File: src/rtl/ervp_latency_monitor_pkg.sv
`default_nettype none
// ============================================================================
//  Module   : ervp_latency_monitor_pkg
//  Purpose  : Shared types and helpers for the round-robin latency monitor.
//             - state_t   : scheduler FSM encoding (IDLE/MEASURE/REPORT)
//             - ch_width  : width of a channel index for a given channel count
//             - sat_inc   : increment that sticks at all-ones for a given width
//  Revision : 1.0 - initial release
// ============================================================================
package ervp_latency_monitor_pkg;

    typedef enum logic [1:0] {
        S_IDLE    = 2'd0,
        S_MEASURE = 2'd1,
        S_REPORT  = 2'd2
    } state_t;

    // A single-channel build still needs a 1-bit index so that ports never
    // collapse to zero width.
    function automatic int ch_width(input int n);
        return (n <= 1) ? 1 : $clog2(n);
    endfunction

    // Saturating increment for counters up to 32 bits wide; callers cast the
    // result back to their own width.
    function automatic logic [31:0] sat_inc(input logic [31:0] value, input int width);
        logic [31:0] max_val;
        max_val = 32'hFFFF_FFFF >> (32 - width);
        return (value >= max_val) ? value : value + 32'd1;
    endfunction

endpackage
`default_nettype wire

File: src/rtl/ervp_rr_pick.sv
`default_nettype none
// ============================================================================
//  Module   : ervp_rr_pick
//  Purpose  : Combinational round-robin selector. Returns the first set bit
//             of the pending vector at or after rr_ptr, wrapping around.
//  Ports    : pending [NUM_CH]  - request vector
//             rr_ptr  [CW]      - search start position (< NUM_CH)
//             found             - at least one pending bit is set
//             index   [CW]      - selected channel (0 when nothing found)
//  Revision : 1.0 - initial release
// ============================================================================
module ervp_rr_pick
    import ervp_latency_monitor_pkg::*;
#(
    parameter int NUM_CH = 4
) (
    input  logic [NUM_CH-1:0]           pending,
    input  logic [ch_width(NUM_CH)-1:0] rr_ptr,
    output logic                        found,
    output logic [ch_width(NUM_CH)-1:0] index
);

    localparam int c_chw = ch_width(NUM_CH);

    logic [c_chw:0]   w_sum;
    logic [c_chw-1:0] w_idx;

    // Walk offsets from the far end back to zero so the smallest offset
    // (closest to rr_ptr) is the last writer and therefore wins.
    always_comb begin
        found = 1'b0;
        index = '0;
        w_sum = '0;
        w_idx = '0;
        for (int k = NUM_CH - 1; k >= 0; k--) begin
            w_sum = {1'b0, rr_ptr} + (c_chw + 1)'(k);
            if (w_sum >= (c_chw + 1)'(NUM_CH)) begin
                w_sum = w_sum - (c_chw + 1)'(NUM_CH);
            end
            w_idx = w_sum[c_chw-1:0];
            if (pending[w_idx]) begin
                found = 1'b1;
                index = w_idx;
            end
        end
    end

endmodule
`default_nettype wire

File: src/rtl/ervp_latency_monitor_scheduler.sv
`default_nettype none
// ============================================================================
//  Module   : ervp_latency_monitor_scheduler
//  Purpose  : One latency counter with timeout detection shared round-robin
//             among NUM_CH requesters. Tracks per-channel maximum latency,
//             sticky per-channel timeout flags and a saturating timeout count.
//  Ports    : clk, rstnn (sync, active-low)
//             enable          - 0 freezes FSM, counter and statistics
//             ch_req/ch_done  - per-channel start / completion pulses
//             cfg_clear       - zero max_latency, timeout_flag, timeout_events
//             busy, active_ch - measurement in progress / granted channel
//             result_*        - last report (valid pulses for one cycle)
//             timeout_flag, timeout_events, max_latency - statistics
//  Revision : 1.0 - initial release
// ============================================================================
module ervp_latency_monitor_scheduler
    import ervp_latency_monitor_pkg::*;
#(
    parameter int NUM_CH   = 4,
    parameter int BW_COUNT = 16,
    parameter int TIMEOUT  = 500,
    parameter int BW_EVENT = 16
) (
    input  logic                         clk,
    input  logic                         rstnn,
    input  logic                         enable,
    input  logic [NUM_CH-1:0]            ch_req,
    input  logic [NUM_CH-1:0]            ch_done,
    input  logic                         cfg_clear,
    output logic                         busy,
    output logic [ch_width(NUM_CH)-1:0]  active_ch,
    output logic                         result_valid,
    output logic [ch_width(NUM_CH)-1:0]  result_ch,
    output logic [BW_COUNT-1:0]          result_latency,
    output logic                         result_timeout,
    output logic [NUM_CH-1:0]            timeout_flag,
    output logic [BW_EVENT-1:0]          timeout_events,
    output logic [NUM_CH*BW_COUNT-1:0]   max_latency
);

    localparam int                  c_chw     = ch_width(NUM_CH);
    localparam logic [BW_COUNT-1:0] c_timeout = BW_COUNT'(TIMEOUT);

    state_t                r_state;
    logic [NUM_CH-1:0]     r_pending;
    logic [c_chw-1:0]      r_rr_ptr;
    logic [c_chw-1:0]      r_active_ch;
    logic [BW_COUNT-1:0]   r_counter;
    logic                  r_result_valid;
    logic [c_chw-1:0]      r_result_ch;
    logic [BW_COUNT-1:0]   r_result_latency;
    logic                  r_result_timeout;
    logic [BW_EVENT-1:0]   r_timeout_events;

    logic                  w_found;
    logic [c_chw-1:0]      w_grant;
    logic                  w_grant_fire;
    logic [NUM_CH-1:0]     w_grant_mask;
    logic [c_chw-1:0]      w_next_ptr;
    logic                  w_report;

    // ------------------------------------------------------------------
    // Round-robin selection over the pending vector
    // ------------------------------------------------------------------
    ervp_rr_pick #(
        .NUM_CH (NUM_CH)
    ) u_rr_pick (
        .pending (r_pending),
        .rr_ptr  (r_rr_ptr),
        .found   (w_found),
        .index   (w_grant)
    );

    assign w_grant_fire = (r_state == S_IDLE) && enable && w_found;
    assign w_grant_mask = w_grant_fire ? (NUM_CH'(1) << w_grant) : '0;
    assign w_next_ptr   = (w_grant == c_chw'(NUM_CH - 1)) ? '0 : w_grant + c_chw'(1);
    assign w_report     = (r_state == S_REPORT);

    // Pending capture runs regardless of enable; a new request for the
    // channel being granted this cycle survives the grant's clear.
    always_ff @(posedge clk) begin
        if (!rstnn) begin
            r_pending <= '0;
        end else begin
            r_pending <= (r_pending & ~w_grant_mask) | ch_req;
        end
    end

    // ------------------------------------------------------------------
    // Scheduler FSM with registered result outputs
    // ------------------------------------------------------------------
    always_ff @(posedge clk) begin
        if (!rstnn) begin
            r_state          <= S_IDLE;
            r_rr_ptr         <= '0;
            r_active_ch      <= '0;
            r_counter        <= '0;
            r_result_valid   <= 1'b0;
            r_result_ch      <= '0;
            r_result_latency <= '0;
            r_result_timeout <= 1'b0;
        end else begin
            case (r_state)
                S_IDLE: begin
                    r_result_valid <= 1'b0;
                    if (w_grant_fire) begin
                        r_active_ch <= w_grant;
                        r_counter   <= '0;
                        r_rr_ptr    <= w_next_ptr;
                        r_state     <= S_MEASURE;
                    end
                end
                S_MEASURE: begin
                    if (enable) begin
                        // Completion outranks timeout, so a done arriving
                        // exactly at TIMEOUT is still a normal result.
                        if (ch_done[r_active_ch]) begin
                            r_result_ch      <= r_active_ch;
                            r_result_latency <= r_counter;
                            r_result_timeout <= 1'b0;
                            r_result_valid   <= 1'b1;
                            r_state          <= S_REPORT;
                        end else if (r_counter >= c_timeout) begin
                            r_result_ch      <= r_active_ch;
                            r_result_latency <= r_counter;
                            r_result_timeout <= 1'b1;
                            r_result_valid   <= 1'b1;
                            r_state          <= S_REPORT;
                        end else begin
                            r_counter <= r_counter + BW_COUNT'(1);
                        end
                    end
                end
                S_REPORT: begin
                    r_result_valid <= 1'b0;
                    r_state        <= S_IDLE;
                end
                default: begin
                    r_result_valid <= 1'b0;
                    r_state        <= S_IDLE;
                end
            endcase
        end
    end

    // ------------------------------------------------------------------
    // Statistics: the REPORT cycle presents the finished result on the
    // result_* registers, so statistics fold it in from there. cfg_clear
    // overrides a same-cycle update.
    // ------------------------------------------------------------------
    always_ff @(posedge clk) begin
        if (!rstnn) begin
            r_timeout_events <= '0;
        end else if (cfg_clear) begin
            r_timeout_events <= '0;
        end else if (w_report && r_result_timeout) begin
            r_timeout_events <= BW_EVENT'(sat_inc(32'(r_timeout_events), BW_EVENT));
        end
    end

    for (genvar i = 0; i < NUM_CH; i++) begin : g_stat
        logic [BW_COUNT-1:0] r_max;
        logic                r_flag;
        logic                w_hit;

        assign w_hit = w_report && (r_result_ch == c_chw'(i));

        always_ff @(posedge clk) begin
            if (!rstnn) begin
                r_max  <= '0;
                r_flag <= 1'b0;
            end else if (cfg_clear) begin
                r_max  <= '0;
                r_flag <= 1'b0;
            end else if (w_hit) begin
                if (r_result_latency > r_max) begin
                    r_max <= r_result_latency;
                end
                if (r_result_timeout) begin
                    r_flag <= 1'b1;
                end
            end
        end

        assign max_latency[i*BW_COUNT +: BW_COUNT] = r_max;
        assign timeout_flag[i]                     = r_flag;
    end

    assign busy           = (r_state == S_MEASURE) || (r_state == S_REPORT);
    assign active_ch      = r_active_ch;
    assign result_valid   = r_result_valid;
    assign result_ch      = r_result_ch;
    assign result_latency = r_result_latency;
    assign result_timeout = r_result_timeout;
    assign timeout_events = r_timeout_events;

endmodule
`default_nettype wire

File: config.mk
export PLATFORM = sky130hd
export DESIGN_NAME = ervp_latency_monitor_scheduler
export DESIGN_NICKNAME = d
export VERILOG_FILES = /design/src/rtl/ervp_latency_monitor_pkg.sv /design/src/rtl/ervp_rr_pick.sv /design/src/rtl/ervp_latency_monitor_scheduler.sv
export SDC_FILE = /design/constraint.sdc
export NUM_CORES = 1
export LEC_CHECK = 0
export ABC_CLOCK_PERIOD_IN_PS = 5700
export BUFFER_PORTS_ARGS = -buffer_cell sky130_fd_sc_hd__buf_2
export CAP_MARGIN = 10
export CORE_UTILIZATION = 25
export DETAILED_ROUTE_END_ITERATION = 7
export PLACE_DENSITY = 0.52
export SYNTH_ARGS = -nofsm -noshare
export SYNTH_HDL_FRONTEND = slang
export SYNTH_HIERARCHICAL = 1
export SYNTH_SLANG_ARGS = --single-unit
File: constraint.sdc
create_clock -name clk -period 5.7 [get_ports clk]
set_input_delay 1.14 -clock clk [delete_from_list [all_inputs] [get_ports clk]]
set_output_delay 1.14 -clock clk [all_outputs]
set_load 0.1 [all_outputs]
# Word level (Yosys, flattened, before mapping)
# Cells that the tools add are included.
dict set report word_totals {
  register_bits 130
  inputBits 12
  out_inout_bits 107
  elab_cells 129
}
dict set report classes {
  add_sub_neg 10
  n_lt_le_gt_ge 15
  n_eq_ne 11
  shifts 1
  n_mux 41
  bitwise_logic 5
  n_reduce_logical 28
}
# operator n
set ops {}
lappend ops {{2-to-1 mux 16 bit} 6}
lappend ops {{greater-than comparator 16 bit} 4}
lappend ops {{adder 16 x 1 -> 16 bit (second input constant)} 2}
lappend ops {{case mux 16 bit (2 select lines)} 1}
lappend ops {{2-to-1 mux 2 bit} 15}
lappend ops {{AND reduction 2 bit} 12}
lappend ops {{greater-or-equal comparator 16 bit (second input constant)} 1}
lappend ops {{greater-or-equal comparator 16 x 9 -> 1 bit (second input constant)} 1}
lappend ops {{< comparator 2 x 3 -> 1 bit (second input constant)} 5}
lappend ops {{2-to-1 mux 1 bit} 12}
lappend ops {{binary-select mux 1 bit (select 2 bit)} 5}
lappend ops {{greater-or-equal comparator 3 bit (second input constant)} 3}
lappend ops {{== test 2 bit (second input constant)} 4}
lappend ops {{!= test 2 bit (second input constant)} 4}
lappend ops {{subtractor 2 x 1 -> 2 bit (second input constant)} 4}
lappend ops {{logical AND 1 bit} 7}
lappend ops {{adder 2 x 2 -> 3 bit (second input constant)} 2}
lappend ops {{AND reduction 3 bit} 2}
lappend ops {{AND reduction 5 bit} 1}
lappend ops {{bitwise AND 4 bit} 1}
lappend ops {{== test 2 x 1 -> 1 bit (second input constant)} 2}
lappend ops {{zero test 2 bit} 2}
lappend ops {{2-to-1 mux 4 bit} 1}
lappend ops {{NOT 4 bit} 1}
lappend ops {{other kinds (11)} 13}

# Logic depth before layout (Yosys ltp)
dict set report logic_depth {
  word_depth 14
  ltp_mapped 9
  depth_no_buf 8
}

# Modules after synthesis
# Netlist, hierarchy kept.
# mod n_inst cells_per_inst area_per_inst_um2 seq_area_each_um2
set by_module_without_submodules {}
lappend by_module_without_submodules {ervp_latency_monitor_scheduler 1 983 7862.5 2602.5}
lappend by_module_without_submodules {ervp_rr_pick 1 13 77.6 0.0}

# Worst setup path before layout
# Ideal clock, no wire load.
dict set report synth_path {
  path_type {flip-flop to flip-flop}
  startpoint {register r_result_latency[14], in the netlist result_latency[14]}
  endpoint {register g_stat[2].r_max[10]}
  setup_time_ns 0.122
  t_arrival_ns 2.752
  required_ns 5.578
  slack_ns 2.826
  path_stages_with_launch 9
  path_buffers 2
  synth_period_minus_slack_ns 2.874
  path_cell_list {dfxtp_1 -> ha_1 -> a21oi_1 -> nand2_1 -> a221o_1 -> o31a_1 -> buf_2 -> buf_4 -> mux2i_1}
}
dict set report synth_via {
  elab_chain_cells 2
}
# element line
set synth_rtl {}
lappend synth_rtl {{start, declared} ervp_latency_monitor_scheduler.sv:51} ;# logic [BW_COUNT-1:0] r_result_latency;
lappend synth_rtl {{start signal, assigned} ervp_latency_monitor_scheduler.sv:119} ;# r_result_latency <= r_counter;
lappend synth_rtl {{start signal, assigned} ervp_latency_monitor_scheduler.sv:125} ;# r_result_latency <= r_counter;
lappend synth_rtl {{greater-than comparator 16 bit} ervp_latency_monitor_scheduler.sv:176} ;# if (r_result_latency > r_max) begin
lappend synth_rtl {{AND reduction 2 bit (no line)} n/a}
lappend synth_rtl {{end signal, assigned} ervp_latency_monitor_scheduler.sv:177} ;# r_max <= r_result_latency;
lappend synth_rtl {{end, declared} ervp_latency_monitor_scheduler.sv:162} ;# logic [BW_COUNT-1:0] r_max;
# Every way passes these cells.
# A chain may end at the register's enable or synchronous reset.

# Worst setup path in the final report
dict set report layout_path {
  startpoint {register r_result_latency[12], in the netlist result_latency[12]}
  endpoint {register g_stat[0].r_max[0]}
}
dict set report layout_via {
  elab_chain_cells 2
}
# element line
set layout_rtl {}
lappend layout_rtl {{greater-than comparator 16 bit} ervp_latency_monitor_scheduler.sv:176}
lappend layout_rtl {{AND reduction 2 bit (no line)} n/a}
lappend layout_rtl {{end signal, assigned} ervp_latency_monitor_scheduler.sv:177}
lappend layout_rtl {{end, declared} ervp_latency_monitor_scheduler.sv:162}
# Every way passes these cells.

==> out/metrics.yaml <==
synth-warning-count: 6
cp-end-kind: "register"
async_flop_share: 0
hold_viol: 0
dieArea_sq_mm: 0.0325
period_minus_slack_ns: 2.96
post_drt_wl_per_cell_um: 16.8
power_leakage_nw: 3.60
ys_ff_latch: 130
antenna_found_initial: 0
grt_max_degree: 73
floorplan.initialDensity: 0.257
cts-root-buf: "clkbuf_16"
port_buffers: 118
cp_data_arrival_time_ns: 3.25
viasPerCell: 5.11
path_max_fanout: 18
cp-start-kind: "register"
tightest_slew_ns: 1.05
crit_type: "register to register"
setup_viol: 0
slew_viol_final: 0
routed_wl_mm: 24.7
syn_inst: 996
num_antenna_cells: 0
cts_inserted_buffers: 17
drt_iter0_drc: 442
synth_edf_count: 0
cts_setup_buffers: 0
die_h_um: 180
synth.avg_cell_area_sq_um: 7.97
r2r_slack_ns: 2.74
irDropWorstVdd_v: 0.000208
cts_resized: 0
whs_ns: 0.459
max_clock_freq_mhz: 337
num_rows: 64
synth_ff_type: "dfxtp_1"
ant_nets: 0
syn-num-nets: 1082
netlist_area_sq_mm: 0.00794
cp.required_ns: 5.98
hpwl_mm: 16.7
yosysSeqAreaShare: 0.328
dpl_cell_area_sq_mm: 0.00881
die_x_um: 180
hold_class: "register to register"
grt_pass1_vias: 7098
place_congestion: 0.773
stdcell_area_sq_mm: 0.00942
clk_pin_slew_ns: 0.07
ios: 119
cts_tree: "built"
grt_pass1_wl_mm: 39.4
drc: 0
postCtsHoldBufs: 0
areaGrowthSynthToFinish_pct: 18.6
cap_violations: 0
clock-sinks: 130
core_area_sq_mm: 0.0309
power_per_cell_area_mw_per_mm2: 247
dr.pass1.iters: 5
vias: 7530
skew_ns: 0.0116
nets: 1151
track_usage: 0.152
cts_buffer_depth: 2
synthDistinctLibCells: 62
drive_above_1_share: 0.206
gr-total-overflow: 0
clk_latency_ns: 0.43
rsz0062_at_grt: "false"
status: "finished clean"
tns_ns: 0
htreeDepth: 4
period_share: 0.520
timing.slew.headroom: 0.302
## cell usage after synthesis (9+ instances only)
library cell / count / area share
nand2_1: 135 / 0.064
and3_1: 10 / 0.0079
a31oi_1: 50 / 0.039
or4_1: 9 / 0.0085
inv_1: 75 / 0.035
nor2b_1: 10 / 0.0079
ha_1: 74 / 0.12
dfxtp_1: 130 / 0.33
nand3_1: 81 / 0.051
a21oi_1: 46 / 0.029
nor2_1: 30 / 0.014
mux2i_1: 18 / 0.023
nand4_1: 67 / 0.053
buf_2: 10 / 0.0063
o21ai_0: 28 / 0.018
clkbuf_1: 56 / 0.026
a31o_2: 42 / 0.046
## routing by layer
layer	vias up	GRT usage	wire length (um)
li1	3789	-	-
met1	3577	0.186	11100
met2	138	0.263	12000
met3	26	0.0346	1230
met4	0	0.0496	426
met5	-	0	0
## power breakdown
group          switching [W]  total, W  internal [W]
combinational       0.000211  0.000278     0.0000677
clock               0.000486   0.00111      0.000625
sequential         0.0000154  0.000938      0.000922
total               0.000712   0.00233       0.00162
## path summary, 6_finish.rpt
check | to | start | cells past startpoint
worst max-delay path | g_stat[0].r_max[0] | result_latency[12] | 6
worst min-delay path | result_valid | result_valid | 2
worst max register to register | g_stat[0].r_max[0] | result_latency[12] | 6
worst min register to register | result_valid | result_valid | 2
## worst max-delay path, stage by stage, from the launching register on
cell and delay, ns:
dfxtp_1 0.69, ha_1 0.24, nand4_1 0.19, or4_1 0.89, nand2_1 0.54, a311o_1 0.20
a31oi_1 0.07
## area by class of cell
class,count,area (sq um)
timing repair buffer,129,681
multi-input combinational,712,4770
tap,396,495
sequential,130,2600
clock buffer,17,425
inverter,75,282
clock inverter,15,165
fill,3292,21500
## registers in the layout, summed over array words and instances (netlist names)
signal          flops
g_stat.r_flag       4
result_latency     16
r_rr_ptr            2
result_ch           2
active_ch           2
r_state             2
r_pending           4
result_timeout      1
timeout_events     16
g_stat.r_max       64
result_valid        1
r_counter          16
## layout by cell type (no fill, tap or decap), types with 5 or more instances in the layout
cell type    n
inv_1       75
o21ai_0     28
a31oi_1     50
ha_1        74
nand2_1    135
a21oi_1     46
nand3_1     81
o211ai_1     8
buf_2      118
a31o_2      42
nor2b_1      9
inv_8        5
and4_1       5
inv_6        6
clkbuf_16   17
and2_1       5
a21boi_0     5
nor2_1      30
buf_4       10
or3_1        6
dfxtp_1    130
or4_1        9
mux2i_1     18
nand4_1     67
and3_1      10
## logic make-up (layout without fill, tap and decap cells)
family / after synthesis / after routing / share of synthesized area
simple gates: 383 / 383 / 0.243
buf+inv: 154 / 236 / 0.0782
fa+ha+maj: 74 / 74 / 0.117
xor+xnor: 7 / 7 / 0.00772
compound gates: 229 / 229 / 0.201
mux: 19 / 19 / 0.0255
flops: 130 / 130 / 0.328
## stage by stage
step	setup slack, ns	total power, W	cells	utilization
after floorplan	2.83	0.00118	996	-
after global placement	2.60	0.00124	1441	0.285
after detailed placement	2.55	0.00124	1441	0.285
after CTS	2.72	0.00236	1473	0.304
after global routing	2.58	0.00242	1474	0.305
final	2.74	0.00233	1474	0.305
No activity file was read; power rests on OpenSTA's default activity.
